==> config.mk <==
export PLATFORM = sky130hd
export DESIGN_NAME = ysyx_22050078_pcu
export DESIGN_NICKNAME = d
export VERILOG_FILES = /design/src/rtl/ysyx_22050078_pcu.sv
export SDC_FILE = /design/constraint.sdc
export NUM_CORES = 1
export LEC_CHECK = 0
export ABC_AREA = 1
export ABC_CLOCK_PERIOD_IN_PS = 8900
export BUFFER_PORTS_ARGS = -buffer_cell sky130_fd_sc_hd__buf_2
export CAP_MARGIN = 20
export CORE_MARGIN = 5
export CORE_UTILIZATION = 45
export DETAILED_ROUTE_END_ITERATION = 6
export PLACE_DENSITY = 0.71
export REMOVE_ABC_BUFFERS = 1
export SLEW_MARGIN = 20
export SYNTH_ARGS = -nofsm -noshare
export SYNTH_HDL_FRONTEND = slang
export SYNTH_SLANG_ARGS = --single-unit
==> constraint.sdc <==
create_clock -name i_clk -period 8.9 [get_ports i_clk]
set_clock_uncertainty 0.15 [all_clocks]
set_input_delay 0.445 -clock i_clk [delete_from_list [all_inputs] [get_ports i_clk]]
set_output_delay 0.445 -clock i_clk [all_outputs]
set_load 0.005 [all_outputs]
==> src/rtl/ysyx_22050078_pcu.sv <==
// ----------------------------------------------------------------------------
// ysyx_22050078_pcu -- PC unit / fetch front end
//
// Owns the architectural fetch PC. Issues one fetch request at a time on a
// valid/ready request channel, captures the returned instruction word and
// holds it, tagged with its PC, for decode on a valid/ready channel. Redirects
// from execute replace the PC and squash any in-flight or held instruction.
//
// Ports:
//   i_clk, i_rst              clock, asynchronous active-high reset
//   o_req_valid/o_req_pc      fetch request (o_req_pc is the current PC)
//   i_req_ready               fetch request accepted this cycle
//   i_rsp_valid/i_rsp_ins     instruction response (only honoured in WAIT)
//   o_ins_valid/o_ins/o_pc    held instruction and its PC, for decode
//   i_ins_ready               decode consumes the held instruction
//   i_redirect/i_redirect_pc  branch/jump redirect from execute
//   o_misalign                one-cycle pulse after a rejected misaligned
//                             redirect (only with the macro below)
//
// Configuration:
//   YSYX_22050078_PCU_ALIGN_CHECK_EN  when defined, redirects whose target has
//   i_redirect_pc[1:0] != 0 are rejected and flagged on o_misalign.
// ----------------------------------------------------------------------------
`ifndef CPU_WIDTH
`define CPU_WIDTH 64
`endif
`ifndef INS_WIDTH
`define INS_WIDTH 32
`endif

module ysyx_22050078_pcu #(
  parameter logic [`CPU_WIDTH-1:0] RESET_PC = `CPU_WIDTH'h0000_0000_8000_0000
) (
  input  logic                  i_clk,
  input  logic                  i_rst,
  output logic                  o_req_valid,
  output logic [`CPU_WIDTH-1:0] o_req_pc,
  input  logic                  i_req_ready,
  input  logic                  i_rsp_valid,
  input  logic [`INS_WIDTH-1:0] i_rsp_ins,
  output logic                  o_ins_valid,
  output logic [`INS_WIDTH-1:0] o_ins,
  output logic [`CPU_WIDTH-1:0] o_pc,
  input  logic                  i_ins_ready,
  input  logic                  i_redirect,
  input  logic [`CPU_WIDTH-1:0] i_redirect_pc
`ifdef YSYX_22050078_PCU_ALIGN_CHECK_EN
  ,
  output logic                  o_misalign
`endif
);

  typedef enum logic [1:0] {
    S_IDLE = 2'd0,
    S_REQ  = 2'd1,
    S_WAIT = 2'd2,
    S_FULL = 2'd3
  } state_t;

  localparam logic [`CPU_WIDTH-1:0] PC_STEP = `CPU_WIDTH'd4;

  state_t                  state, state_nxt;
  logic [`CPU_WIDTH-1:0]   pc, pc_nxt;
  logic                    drop, drop_nxt;
  logic [`INS_WIDTH-1:0]   ins_q;
  logic [`CPU_WIDTH-1:0]   pc_q;
  logic                    redirect_ok;
  logic                    capture;

  // A redirect that is accepted; a rejected one behaves as if absent.
`ifdef YSYX_22050078_PCU_ALIGN_CHECK_EN
  logic misalign_q;
  assign redirect_ok = i_redirect && (i_redirect_pc[1:0] == 2'b00);
  assign o_misalign  = misalign_q;
`else
  assign redirect_ok = i_redirect;
`endif

  // Word is latched only when WAIT sees a live response that is neither
  // marked stale nor squashed by a redirect in the same cycle.
  assign capture = (state == S_WAIT) && i_rsp_valid && !drop && !redirect_ok;

  // State register plus PC/drop and the decode holding registers.
  // NOTE: sequential state uses non-blocking assignments so every register
  // samples pre-edge values, independent of statement order.
  always_ff @(posedge i_clk or posedge i_rst) begin
    if (i_rst) begin
      state <= S_IDLE;
      pc    <= RESET_PC;
      drop  <= 1'b0;
      ins_q <= '0;
      pc_q  <= RESET_PC;
    end else begin
      state <= state_nxt;
      pc    <= pc_nxt;
      drop  <= drop_nxt;
      if (capture) begin
        ins_q <= i_rsp_ins;
        pc_q  <= pc;
      end
    end
  end

`ifdef YSYX_22050078_PCU_ALIGN_CHECK_EN
  always_ff @(posedge i_clk or posedge i_rst) begin
    if (i_rst) misalign_q <= 1'b0;
    else       misalign_q <= i_redirect && (i_redirect_pc[1:0] != 2'b00);
  end
`endif

  // Next-state logic. Redirect outranks every other event in the same cycle.
  always_comb begin
    // NOTE: defaults first so every path assigns every target -- no latches.
    state_nxt = state;
    pc_nxt    = pc;
    drop_nxt  = drop;
    unique case (state)
      S_IDLE: begin
        state_nxt = S_REQ;
        if (redirect_ok) pc_nxt = i_redirect_pc;
      end
      S_REQ: begin
        if (redirect_ok) begin
          pc_nxt = i_redirect_pc;
          // The accepted request carried the old PC; its response is stale.
          if (i_req_ready) begin
            state_nxt = S_WAIT;
            drop_nxt  = 1'b1;
          end
        end else if (i_req_ready) begin
          state_nxt = S_WAIT;
        end
      end
      S_WAIT: begin
        if (redirect_ok) begin
          pc_nxt = i_redirect_pc;
          if (i_rsp_valid) begin
            state_nxt = S_REQ;
            drop_nxt  = 1'b0;
          end else begin
            drop_nxt  = 1'b1;
          end
        end else if (i_rsp_valid) begin
          if (drop) begin
            state_nxt = S_REQ;
            drop_nxt  = 1'b0;
          end else begin
            state_nxt = S_FULL;
          end
        end
      end
      S_FULL: begin
        if (redirect_ok) begin
          pc_nxt    = i_redirect_pc;
          state_nxt = S_REQ;
        end else if (i_ins_ready) begin
          pc_nxt    = pc + PC_STEP;   // wraps modulo 2^CPU_WIDTH
          state_nxt = S_REQ;
        end
      end
      default: state_nxt = S_IDLE;
    endcase
  end

  // Output logic: handshake valids are pure functions of the state.
  always_comb begin
    o_req_valid = (state == S_REQ);
    o_ins_valid = (state == S_FULL);
  end

  assign o_req_pc = pc;
  assign o_ins    = ins_q;
  assign o_pc     = pc_q;

endmodule

-- Yosys cells after proc, flatten, opt, wreduce, memory -nomap -nowiden
Index checks and enable logic that the tools add are counted.
- $add $sub $neg: 1
- eq/ne operators: 9
- multiplexer cells: 18
- reduce and logical (&&, ||, !) cells: 11
- operators by type and width (kind ; count):
    $mux 64 ; 3
    $pmux 64 s2 ; 1
    $add 64x3->64 const B ; 1
    $mux 2 ; 7
    $pmux 2 s4 ; 1
    $ne 2x1->1 const B ; 3
    $mux 1 ; 5
    $eq 2x2->1 const B ; 2
    $reduce_and 4->1 ; 1
    $logic_and 1x1->1 ; 3
    $ne 3x1->1 const B ; 1
    $ne 3x3->1 const B ; 1
    $reduce_and 3->1 ; 1
    $reduce_or 3->1 ; 1
    $eq 2x1->1 const B ; 1
    $logic_not 1->1 ; 2
    $logic_not 2->1 ; 1
    $ne 2x2->1 const B ; 1
    $pmux 1 s2 ; 1
    $reduce_and 2->1 ; 1
    $reduce_bool 2->1 ; 1
- bits in registers: 163
- input bits: 102
- logic and storage cells: 44

-- Longest topological paths before layout
- depth in word-level cells: 4
- mapped depth: 13
- gate-level depth less buffers: 13

-- Worst setup path before layout
OpenSTA, ideal clock, no wires.
- kind: reg2reg
- from: register state[0]
- to: register pc[53], in the netlist o_req_pc[53]
- library setup time: 0.116 ns
- arrival: 1.531 ns
- required time: 8.634 ns
- setup slack: 7.102 ns
- stages on the path, launching flop included: 10
- buffers on the path: 2
- path through: dfrtp_1 > ha_1 > nand2_4 > or2_1 > o21ai_2 > buf_4 > buf_2 > nor2_1 > nand2_1 > nand2_1
- RTL lines (element ; RTL line ; RTL):
    start, declared ; 62 ; state_t state, state_nxt;
    start signal, assigned ; 94 ; state <= state_nxt;
    $eq 2x2->1 * ; -- ;
    via o_ins_valid ; 41 ; output logic o_ins_valid,
    $ne 3x1->1 (no line) ; -- ;
    $reduce_and 2->1 (no line) ; -- ;
    end signal, assigned ; 95 ; pc <= pc_nxt;
    end, declared ; 63 ; logic [`CPU_WIDTH-1:0] pc, pc_nxt;
The timed path passes the listed nets; every way through them passes the cells marked *.
A chain may end at the register's enable or synchronous reset.

-- Final worst setup path
- from: register state[0]
- to: register pc[27], in the netlist o_req_pc[27]
- cells in the longest elaborated chain, start to end: 4
- RTL lines (element ; RTL line ; RTL):
    $eq 2x1->1 (tied with other cells) ; 117 ; unique case (state)
    $reduce_or 3->1 (no line) ; -- ;
    $ne 2x1->1 (no line) ; -- ;
    $reduce_and 2->1 (no line) ; -- ;
Several ways; a longest one is shown, not always the timed one.

==> metrics.sh <==
CTS.SINK_COUNT=163
NETLIST_TOP_CELLS_COUNT='nand2_1 (387), nor2_1 (172), dfrtp_1 (161), inv_1 (122), o21ai_0 (111)'
REPORT.FINAL.SETUP_VIOL=0
SYN_AREA_UM2=8995
WL_CELL_UM=16.43
GPL.FINAL_WEIGHTED_CONGESTION=0.9018
YOSYS.CELL_COUNT.TOP_TYPE='nand2_1'
MAXCLOCKFREQUENCY_MHz=291.5
CTS_ROOT_BUFFER='clkbuf_16'
CTS_POST_SETUP_BUFFERS_INSERTED=0
DESIGN.CORE.AREA_UM2=19590
FILL_COUNT=1969
DRC_ERRORS=0
SYNTH_WARNINGS=0
KIND_OF_LAUNCH_POINT_OF_THE_WORST_SETUP_PATH='flip-flop'
POST_CTS_HOLD_BUFFER_COUNT=0
TOTALNEGATIVESETUPSLACK_PS=0
UTILIZATION=0.5649
DPL_CELL_AREA_UM2=10500
CELL_TYPES_OCCUPYING_THE_MOST_AREA_AFTER_SYNTHESIS='dfrtp_1 (45%), nand2_1 (16%), nor2_1 (7.2%), o21ai_0 (6.2%), inv_1 (5.1%)'
DESIGN.DIE.AREA_UM2=22920
WHS_PS=22.57
HOLD_PATH_CLASS='in -> async'
YOSYS.CELL_TYPES.COUNT=35
FINAL_DESIGN_AREA_NO_FILL_UM2=11070
CTS_RESIZED=0
CLOCKBUFFERDEPTH=2
FINAL.MIN_CLOCK_PERIOD_PS=3430
IOS=264
HOLD_VIOL=0
GRT_SETUP_UNREPAIRED='false'
CTS_TREE='done'
DRT_ITER0_MARKERS=503
CLKTRANSATPATHREGS_PS=70
ANTENNA_FOUND_INITIAL=0
SYN_TO_FINAL_GROWTH_PCT=23.04
NUMPORTBUFFERS=263
DETAILEDPLACEMENTHPWL_UM=21720
AVERAGE_INSTANCE_AREA_AFTER_SYNTHESIS_UM2=7.319
TIMING.MAX_SLEW.REL_SLACK=0.3596
GRT_PASS1_WL_UM=44580
WORSTSKEWPAIRLATENCY_PS=430
IR_WORST_VDD_V=0.0001364
ROWS=51
ALL_LAYER_GR_USAGE=0.2501
SYNTHCELLS=1229
FF_LATCH_AREA_UM2=4081
CRITICAL_PATH.MAX_FANOUT=66
TRITONCTS.NUM_BUFFERS=17
VIAS=8916
DRT-TOTAL-WL_UM=28770
FINAL_ANTENNA_NET_COUNT=0
GR-TOTAL-OVERFLOW=0
OUTCOME='complete, no violations'
WORST_PATH_REQUIRED_PS=9060
SHARE_OF_THE_SYNTHESIZED_AREA_IN_THE_TOP_CELL_TYPE=0.4479
YS_SEQ_AREA_FRAC=0.4537
FINAL_MAX_SLEW_VIOL_COUNT=0
SYNTHDOMINANTAREACELLTYPE='dfrtp_1'
MAXIMUM_CAPACITANCE_VIOLATIONS=0
POST_ROUTE_CELLS_DRIVE_ABOVE_1_SHARE=0.2513
CRITPATHCAPTURETYPE='flip-flop'
POWER.DENSITY_nW_PER_UM2=276.1
CTS-HTREE-LEVELS=4
DIE_SPAN_X_UM=151.4
MULTI_INPUT_GATE_AREA_UM2=4243
DRT-VIAS-PER-INSTANCE=5.092
CRITICAL_PATH_CLASS='reg -> reg'
GRT_START_MAX_NET_PINS=95
FIN_NETS=1579
YOSYS_REGISTER_BITS=163
CRIT_ARRIVAL_PS=3590
FIRSTDRTPASSITERS=5
WORSTMARGINPINSLEW_PS=959.2
FINAL.PERIOD_UTILIZATION=0.3854
FLOORPLAN.DIE.HEIGHT_UM=151.4
NUMBER_OF_GLOBAL_ROUTE_VIAS_BEFORE_REPAIR=8494
YS_DOMINANT_REG_CELL='dfrtp_1'
STATIC-LEAKAGE-POWER_uW=0.005923
SYNTH-EDFF-COUNT=0
FLOORPLAN.INITIALDENSITY=0.4592
SYNTH_ASYNC_SR_FLOP_SHARE=1.000
stage by stage:
step | setup WS (ps) | total power [µW] | std cells
finish | 5470 | 3056 | 1751
CTS | 5479 | 3082 | 1749
detailed placement | 5518 | 2352 | 1717
floorplan | 3903 | 1809 | 1185
global route | 5250 | 3286 | 1749
global placement | 5676 | 2319 | 1717
metal layers:
layer / vias up / global-route usage / wire [µm]
li1: 4386 / - / -
met1: 4144 / 0.3454 / 12570
met2: 345 / 0.3970 / 13220
met3: 41 / 0.04967 / 2298
met4: 0 / 0.07933 / 682
met5: - / 0 / 0
final cells by class:
type / count / share of cell area
antenna: 2 / 0.0004522
timing repair buffer: 267 / 0.1217
multi-input combinational: 892 / 0.3834
inverter: 130 / 0.04454
tap: 265 / 0.02996
sequential: 163 / 0.3688
clock buffer: 19 / 0.04093
clock inverter: 13 / 0.01029
worst max-delay path, cell delays in order, from the launching register on:
cell,delay (ps)
dfrtp_1,450
ha_1,240
nand2_4,320
or2_1,390
o21ai_4,70
buf_4,570
inv_2,580
o21ai_0,270
o21bai_1,150
nand2_1,60
sequential cells by signal, summed over array words and instances, names as in the netlist:
name and count:
o_pc 64, o_req_pc 64, o_ins 32, state 2, drop 1
cell usage in the layout (no fill, tap or decap), types with 17 or more instances in the layout:
| master | instances |
|---|---|
| mux2_2 | 33 |
| nand2_1 | 387 |
| inv_1 | 121 |
| o21ai_0 | 111 |
| clkbuf_16 | 17 |
| nor2_1 | 172 |
| buf_2 | 263 |
| dfrtp_1 | 161 |
| nand3_1 | 68 |
where the power goes:
group	switching, µW	internal, µW	total, µW
Sequential	261	1020	1280
Clock	339	382	721
Combinational	614	442	1060
path summary, 6_finish.rpt:
| check | slack [ps] | cells past startpoint | from | to |
|---|---|---|---|---|
| worst max register to register | 5470 | 9 | state[0] | o_req_pc[27] |
| min in group i_clk | 100 | 2 | i_rsp_ins[22] | o_ins[22] |
| max in group asynchronous | 7100 | 3 | i_rst | o_req_pc[39] |
| worst min register to register | 330 | 2 | o_pc[18] | o_pc[18] |
| worst min-delay path | 20 | 2 | i_rst | o_ins[22] |
| worst max-delay path | 5470 | 9 | state[0] | o_req_pc[27] |
logic make-up after synthesis:
| kind of cell | share of synthesized area |
|---|---|
| flip-flops | 0.4537 |
| AO/OA/AOI/OAI | 0.09946 |
| multiplexers | 0.04131 |
| buffers and inverters | 0.07678 |
| AND/OR/NAND/NOR | 0.3126 |
| adder cells (fa/ha/maj) | 0.008346 |
| XOR/XNOR | 0.007790 |
Note: power is estimated with default switching activity, not from simulation.
